File: config.mk
export PLATFORM = sky130hd
export DESIGN_NAME = sem_image_writer_flat
export DESIGN_NICKNAME = d
export VERILOG_FILES = /design/src/rtl/sem_image_writer_if.sv /design/src/rtl/sem_image_writer.sv /design/src/flat_wrapper.sv
export SDC_FILE = /design/constraint.sdc
export NUM_CORES = 1
export LEC_CHECK = 0
export ABC_AREA = 1
export CORE_MARGIN = 5
export CORE_UTILIZATION = 51
export CTS_CLUSTER_SIZE = 8
export DETAILED_ROUTE_END_ITERATION = 6
export PLACE_DENSITY_LB_ADDON = 0.15
export SLEW_MARGIN = 5
export SYNTH_ARGS = -nofsm -noshare
export SYNTH_HDL_FRONTEND = slang
export SYNTH_SLANG_ARGS = --single-unit
export TNS_END_PERCENT = 50
File: constraint.sdc
create_clock -name clk -period 2.76 [get_ports clk]
set_clock_uncertainty 0.2 [all_clocks]
set_input_delay 0.552 -clock clk [delete_from_list [all_inputs] [get_ports clk]]
set_output_delay 0.552 -clock clk [all_outputs]
set_load 0.02 [all_outputs]
File: src/rtl/sem_image_writer_if.sv
// Handshake bundle between the image writer and its semafor mailbox bank.
// The writer uses the master view; a mailbox bank or test driver uses the slave view.
interface sem_image_writer_if #(
  parameter int N = 8
) ();
  logic         start;
  logic [N-1:0] image;
  logic [N-1:0] wr_rdy;
  logic [N-1:0] wr;
  logic [N-1:0] di;
  logic         busy;
  logic         done;
  logic         err;
  logic [N-1:0] err_mask;

  modport master (
    input  start, image, wr_rdy,
    output wr, di, busy, done, err, err_mask
  );

  modport slave (
    output start, image, wr_rdy,
    input  wr, di, busy, done, err, err_mask
  );
endinterface

File: src/rtl/sem_image_writer.sv
// Snapshots the output process image on start and writes it to N 1-bit semafor mailboxes
// one channel at a time, skipping channels that stay not-ready for TIMEOUT cycles.
module sem_image_writer #(
  parameter int N              = 8,
  parameter int TIMEOUT        = 255,
  parameter int SKIP_UNCHANGED = 1
) (
  input logic clk,
  input logic rst,
  sem_image_writer_if.master bus
);

  localparam int IDX_W = $clog2(N);
  localparam int TMO_W = $clog2(TIMEOUT + 1);
  localparam logic [IDX_W-1:0] LAST_IDX = IDX_W'(N - 1);
  localparam logic [TMO_W-1:0] TMO_LAST = TMO_W'(TIMEOUT - 1);

  typedef enum logic [1:0] {IDLE, SEND, FIN} state_t;

  state_t           state;
  state_t           state_nxt;
  logic [IDX_W-1:0] idx;
  logic [TMO_W-1:0] tmo;
  logic [N-1:0]     snapshot;
  logic [N-1:0]     last;
  logic [N-1:0]     err_mask;
  logic [N-1:0]     wr_vec;

  logic skip;
  logic rdy;
  logic timeout;
  logic advance;

  // skip wins over ready, ready wins over timeout on the final wait cycle
  assign skip    = (SKIP_UNCHANGED != 0) && (snapshot[idx] == last[idx]);
  assign rdy     = bus.wr_rdy[idx];
  assign timeout = (tmo == TMO_LAST);
  assign advance = skip || rdy || timeout;

  always_ff @(posedge clk) begin
    if (rst) state <= IDLE;
    else     state <= state_nxt;
  end

  always_comb begin
    state_nxt = state;
    case (state)
      IDLE:    if (bus.start) state_nxt = SEND;
      SEND:    if (advance && (idx == LAST_IDX)) state_nxt = FIN;
      FIN:     state_nxt = IDLE;
      default: state_nxt = IDLE;
    endcase
  end

  always_ff @(posedge clk) begin
    if (rst) begin
      idx      <= '0;
      tmo      <= '0;
      snapshot <= '0;
      last     <= '0;
      err_mask <= '0;
    end else begin
      case (state)
        IDLE: begin
          if (bus.start) begin
            snapshot <= bus.image;
            err_mask <= '0;
            idx      <= '0;
            tmo      <= '0;
          end
        end
        SEND: begin
          if (!skip && rdy)          last[idx]     <= snapshot[idx];
          else if (!skip && timeout) err_mask[idx] <= 1'b1;
          if (advance) begin
            tmo <= '0;
            if (idx != LAST_IDX) idx <= idx + 1'b1;
          end else begin
            tmo <= tmo + 1'b1;
          end
        end
        default: ;
      endcase
    end
  end

  // write strobe is combinational so the handshake closes in the same cycle
  always_comb begin
    wr_vec = '0;
    if ((state == SEND) && !rst && rdy && !skip)
      wr_vec = {{(N-1){1'b0}}, 1'b1} << idx;
  end

  assign bus.wr       = wr_vec;
  assign bus.di       = snapshot;
  assign bus.busy     = (state != IDLE);
  assign bus.done     = (state == FIN);
  assign bus.err      = (state == FIN) && (|err_mask);
  assign bus.err_mask = err_mask;

endmodule
File: src/flat_wrapper.sv
// flat-port wrapper written by rule: the top's interface ports become plain ports
module sem_image_writer_flat 
#(
  parameter int N              = 8,
  parameter int TIMEOUT        = 255,
  parameter int SKIP_UNCHANGED = 1
)
  (clk, rst, bus_start, bus_image, bus_wr_rdy, bus_wr, bus_di, bus_busy, bus_done, bus_err, bus_err_mask);
  sem_image_writer_if #(.N(N)) bus_i ();
  input logic clk;
  input logic rst;
  input wire logic [$bits(bus_i.start)-1:0] bus_start;
  input wire logic [$bits(bus_i.image)-1:0] bus_image;
  input wire logic [$bits(bus_i.wr_rdy)-1:0] bus_wr_rdy;
  output wire logic [$bits(bus_i.wr)-1:0] bus_wr;
  output wire logic [$bits(bus_i.di)-1:0] bus_di;
  output wire logic [$bits(bus_i.busy)-1:0] bus_busy;
  output wire logic [$bits(bus_i.done)-1:0] bus_done;
  output wire logic [$bits(bus_i.err)-1:0] bus_err;
  output wire logic [$bits(bus_i.err_mask)-1:0] bus_err_mask;
  assign bus_i.start = bus_start;
  assign bus_i.image = bus_image;
  assign bus_i.wr_rdy = bus_wr_rdy;
  assign bus_wr = bus_i.wr;
  assign bus_di = bus_i.di;
  assign bus_busy = bus_i.busy;
  assign bus_done = bus_i.done;
  assign bus_err = bus_i.err;
  assign bus_err_mask = bus_i.err_mask;
  sem_image_writer #(.N(N), .TIMEOUT(TIMEOUT), .SKIP_UNCHANGED(SKIP_UNCHANGED)) u_core (.clk(clk), .rst(rst), .bus(bus_i));
endmodule
==> flow_summary.ini <==
[route]
wl_met3_microns = 325
num_vias = 2279
first_pass_iters = 4
drt_iter0_markers = 152
wl_met1_mm = 2.460
ant_nets = 0
met2_length_mm = 2.861
top_layer_used = met4
drt-vias-per-instance = 5.087
post_drt_wl_per_cell_microns = 12.77
drc = 0
routed_wl_mm = 5.719

[sta]
setup_viol = 0
period_minus_slack_ns = 2.755
setup_slack_ns = 0.004515
worst_pin_slew_ns = 0.5330
fmax_mhz = 362.9
period_share = 0.9984
whs_ns = 0.2784
rsz0062_at_grt = true
slew_headroom = 0.6419
finalHoldViolCount = 0
drv_slew = 0

[clock_network]
path_clk_slew_ns = 0.07
cts_buffer_depth = 2
cts_buffers = 5
cts.sink_count = 37
cts_tree = yes
root_buffer = clkbuf_8
cts_max_level = 2
clk_latency_ns = 0.29

[synthesis]
ys_ff_latch = 37
async_flop_share = 0
yosysSeqAreaShare = 0.3426
postSynthCellCount = 326
synth_cell_type_count = 33
syn-num-nets = 353
yosys.area.top_type = dfxtp_1
synth.avg_cell_area_sq_um = 6.632
synth-edff-count = 0
yosys_most_used_dff = dfxtp_1
synth_most_common_cell = nand2_1
yosysTopAreaCellShare = 0.3426
yosysWarnings = 0
yosys-top-cells-count = nand2_1, nor2_1, inv_1
synthTopCellsByArea = dfxtp_1, nand2_1, nor2_1, inv_1, nand4_1
syn_area_sq_mm = 0.002162

[cells_and_area]
final_net_count = 424
antennaDiodeCount = 0
drive_gt1_frac = 0.2035
area_growth_syn_to_layout_pct = 37.27

[placed_design]
gp_congestion = 0.8311
pre_cts_ws_ns = -0.4143
dp_hpwl_mm = 4.157
numPortBuffers = 45

[grt]
grt_pass1_wl_mm = 9.308
grt_max_degree = 25
antenna_found_initial = 0
gr-total-overflow = 0
grt_pass1_vias = 2118
grtUsageTotal = 0.2136

[worst_setup_path]
crit_path_max_fanout = 8
slowest_stage = clkdlybuf4s50_1
path_class = input port to output port
arrival_ns = 2.00
slowest_delay_ns = 0.46
end_kind = output port
required_ns = 2.01
crit_chain = clkdlybuf4s50_1 > nand2_1 > a21oi_1 > o21ai_2 > nand2_4 > nand4_4 > nor3_2 > buf_4
cp-start-kind = input port
r2r_cells = 11

[floorplan]
die-area_sq_mm = 0.005642
pin_count = 46
dieHeight_microns = 75.11
initial_core_util = 0.5328
row_count = 23
coreArea_sq_mm = 0.004058
die_x_microns = 75.11

[min_path]
hold_path_class = register to register
hold_depth = 2

[flow_run]
maxCapViolCount = 0

[run_status]
status = complete, no violations

[power_and_ir_drop]
ir_worst_vdd_v = 0.0003466
p_leak_uw = 0.001339
powerDensity_mw_per_mm2 = 459.6
## stage by stage
stage	std cells	utilization	total power, uW	TNS (ns)	cell area [sq um]
2_1_floorplan	326	-	816.2	0	2162
3_3_place_gp	436	0.6889	964.8	-3.079	2795
3_5_place_dp	436	0.6889	971.5	-3.128	2795
4_1_cts	444	0.7021	1330	-0.05587	2849
5_1_grt	448	0.7314	1438	-0.3763	2968
6_report	448	0.7314	1364	0	2968
## report_power, final
group	internal, uW	leakage, uW	switching [uW]
combinational	177	0.000992	241
sequential	556	0.000302	22.5
clock	175	0.0000450	192
## logic make-up (layout without fill, tap and decap cells)
kind of cell	Yosys count	after routing	share of synthesized area
compound gates	37	37	0.1001
simple gates	188	188	0.3924
xor+xnor	2	2	0.008103
fa+ha+maj	8	8	0.04630
buf+inv	54	126	0.1105
flops	37	37	0.3426
## critical path: cells and delay by family
kind,cells,cell delay (ns)
buf+inv,2,0.62
compound gates,2,0.29
simple gates,4,0.54
## per-layer routing
| layer | global-route usage | vias up |
|---|---|---|
| met4 | 0.06126 | 0 |
| met1 | 0.2535 | 1034 |
| li1 | - | 1181 |
| met3 | 0.05874 | 12 |
| met5 | 0 | - |
| met2 | 0.3752 | 52 |
## path summary, 6_finish.rpt
kind                                             from  slack (ns)                                   to
setup reg to reg           u_core.idx[0]$_SDFFE_PP0P_        0.63           u_core.tmo[1]$_SDFFE_PP0P_
setup / recovery                        bus_wr_rdy[1]       0.005                            bus_wr[4]
hold reg to reg   u_core.bus.err_mask[7]$_SDFFE_PP0P_        0.28  u_core.bus.err_mask[7]$_SDFFE_PP0P_
hold / removal    u_core.bus.err_mask[7]$_SDFFE_PP0P_        0.28  u_core.bus.err_mask[7]$_SDFFE_PP0P_
## cells in the final DEF, fill, tap and decap left out, drive strengths merged, types with 3 or more instances in the layout
cell and instances:
inv 42, ha 8, nor3 12, nand4 18, a21oi 19, o21ai 11, nor2 50, nand3 12
clkinv 3, buf 38, clkbuf 6, clkdlybuf4s50 37, dfxtp 37, nand2 92
## repair_timing
item,CTS,global route
endpoints found under the setup margin,8,8
gates resized for setup,35,36
pin swaps,0,8
setup buffers,0,4
hold buffers,0,0
## layout make-up
type                            instances  area [sq um]
Clock inverter                          2         10.01
Sequential cell                        37         747.0
Inverter                               43         168.9
Fill cell                             347          1090
Tap cell                               50         62.56
Timing Repair Buffer                   75         663.1
Clock buffer                            6         72.57
Multi-Input combinational cell        235          1244
## flip-flops by register name, indices dropped and copies added, names as in the netlist
signal               count
u_core.bus.di            8
u_core.state             2
u_core.idx               3
u_core.bus.err_mask      8
u_core.tmo               8
u_core.last              8
Note: power is estimated with default switching activity, not from simulation.
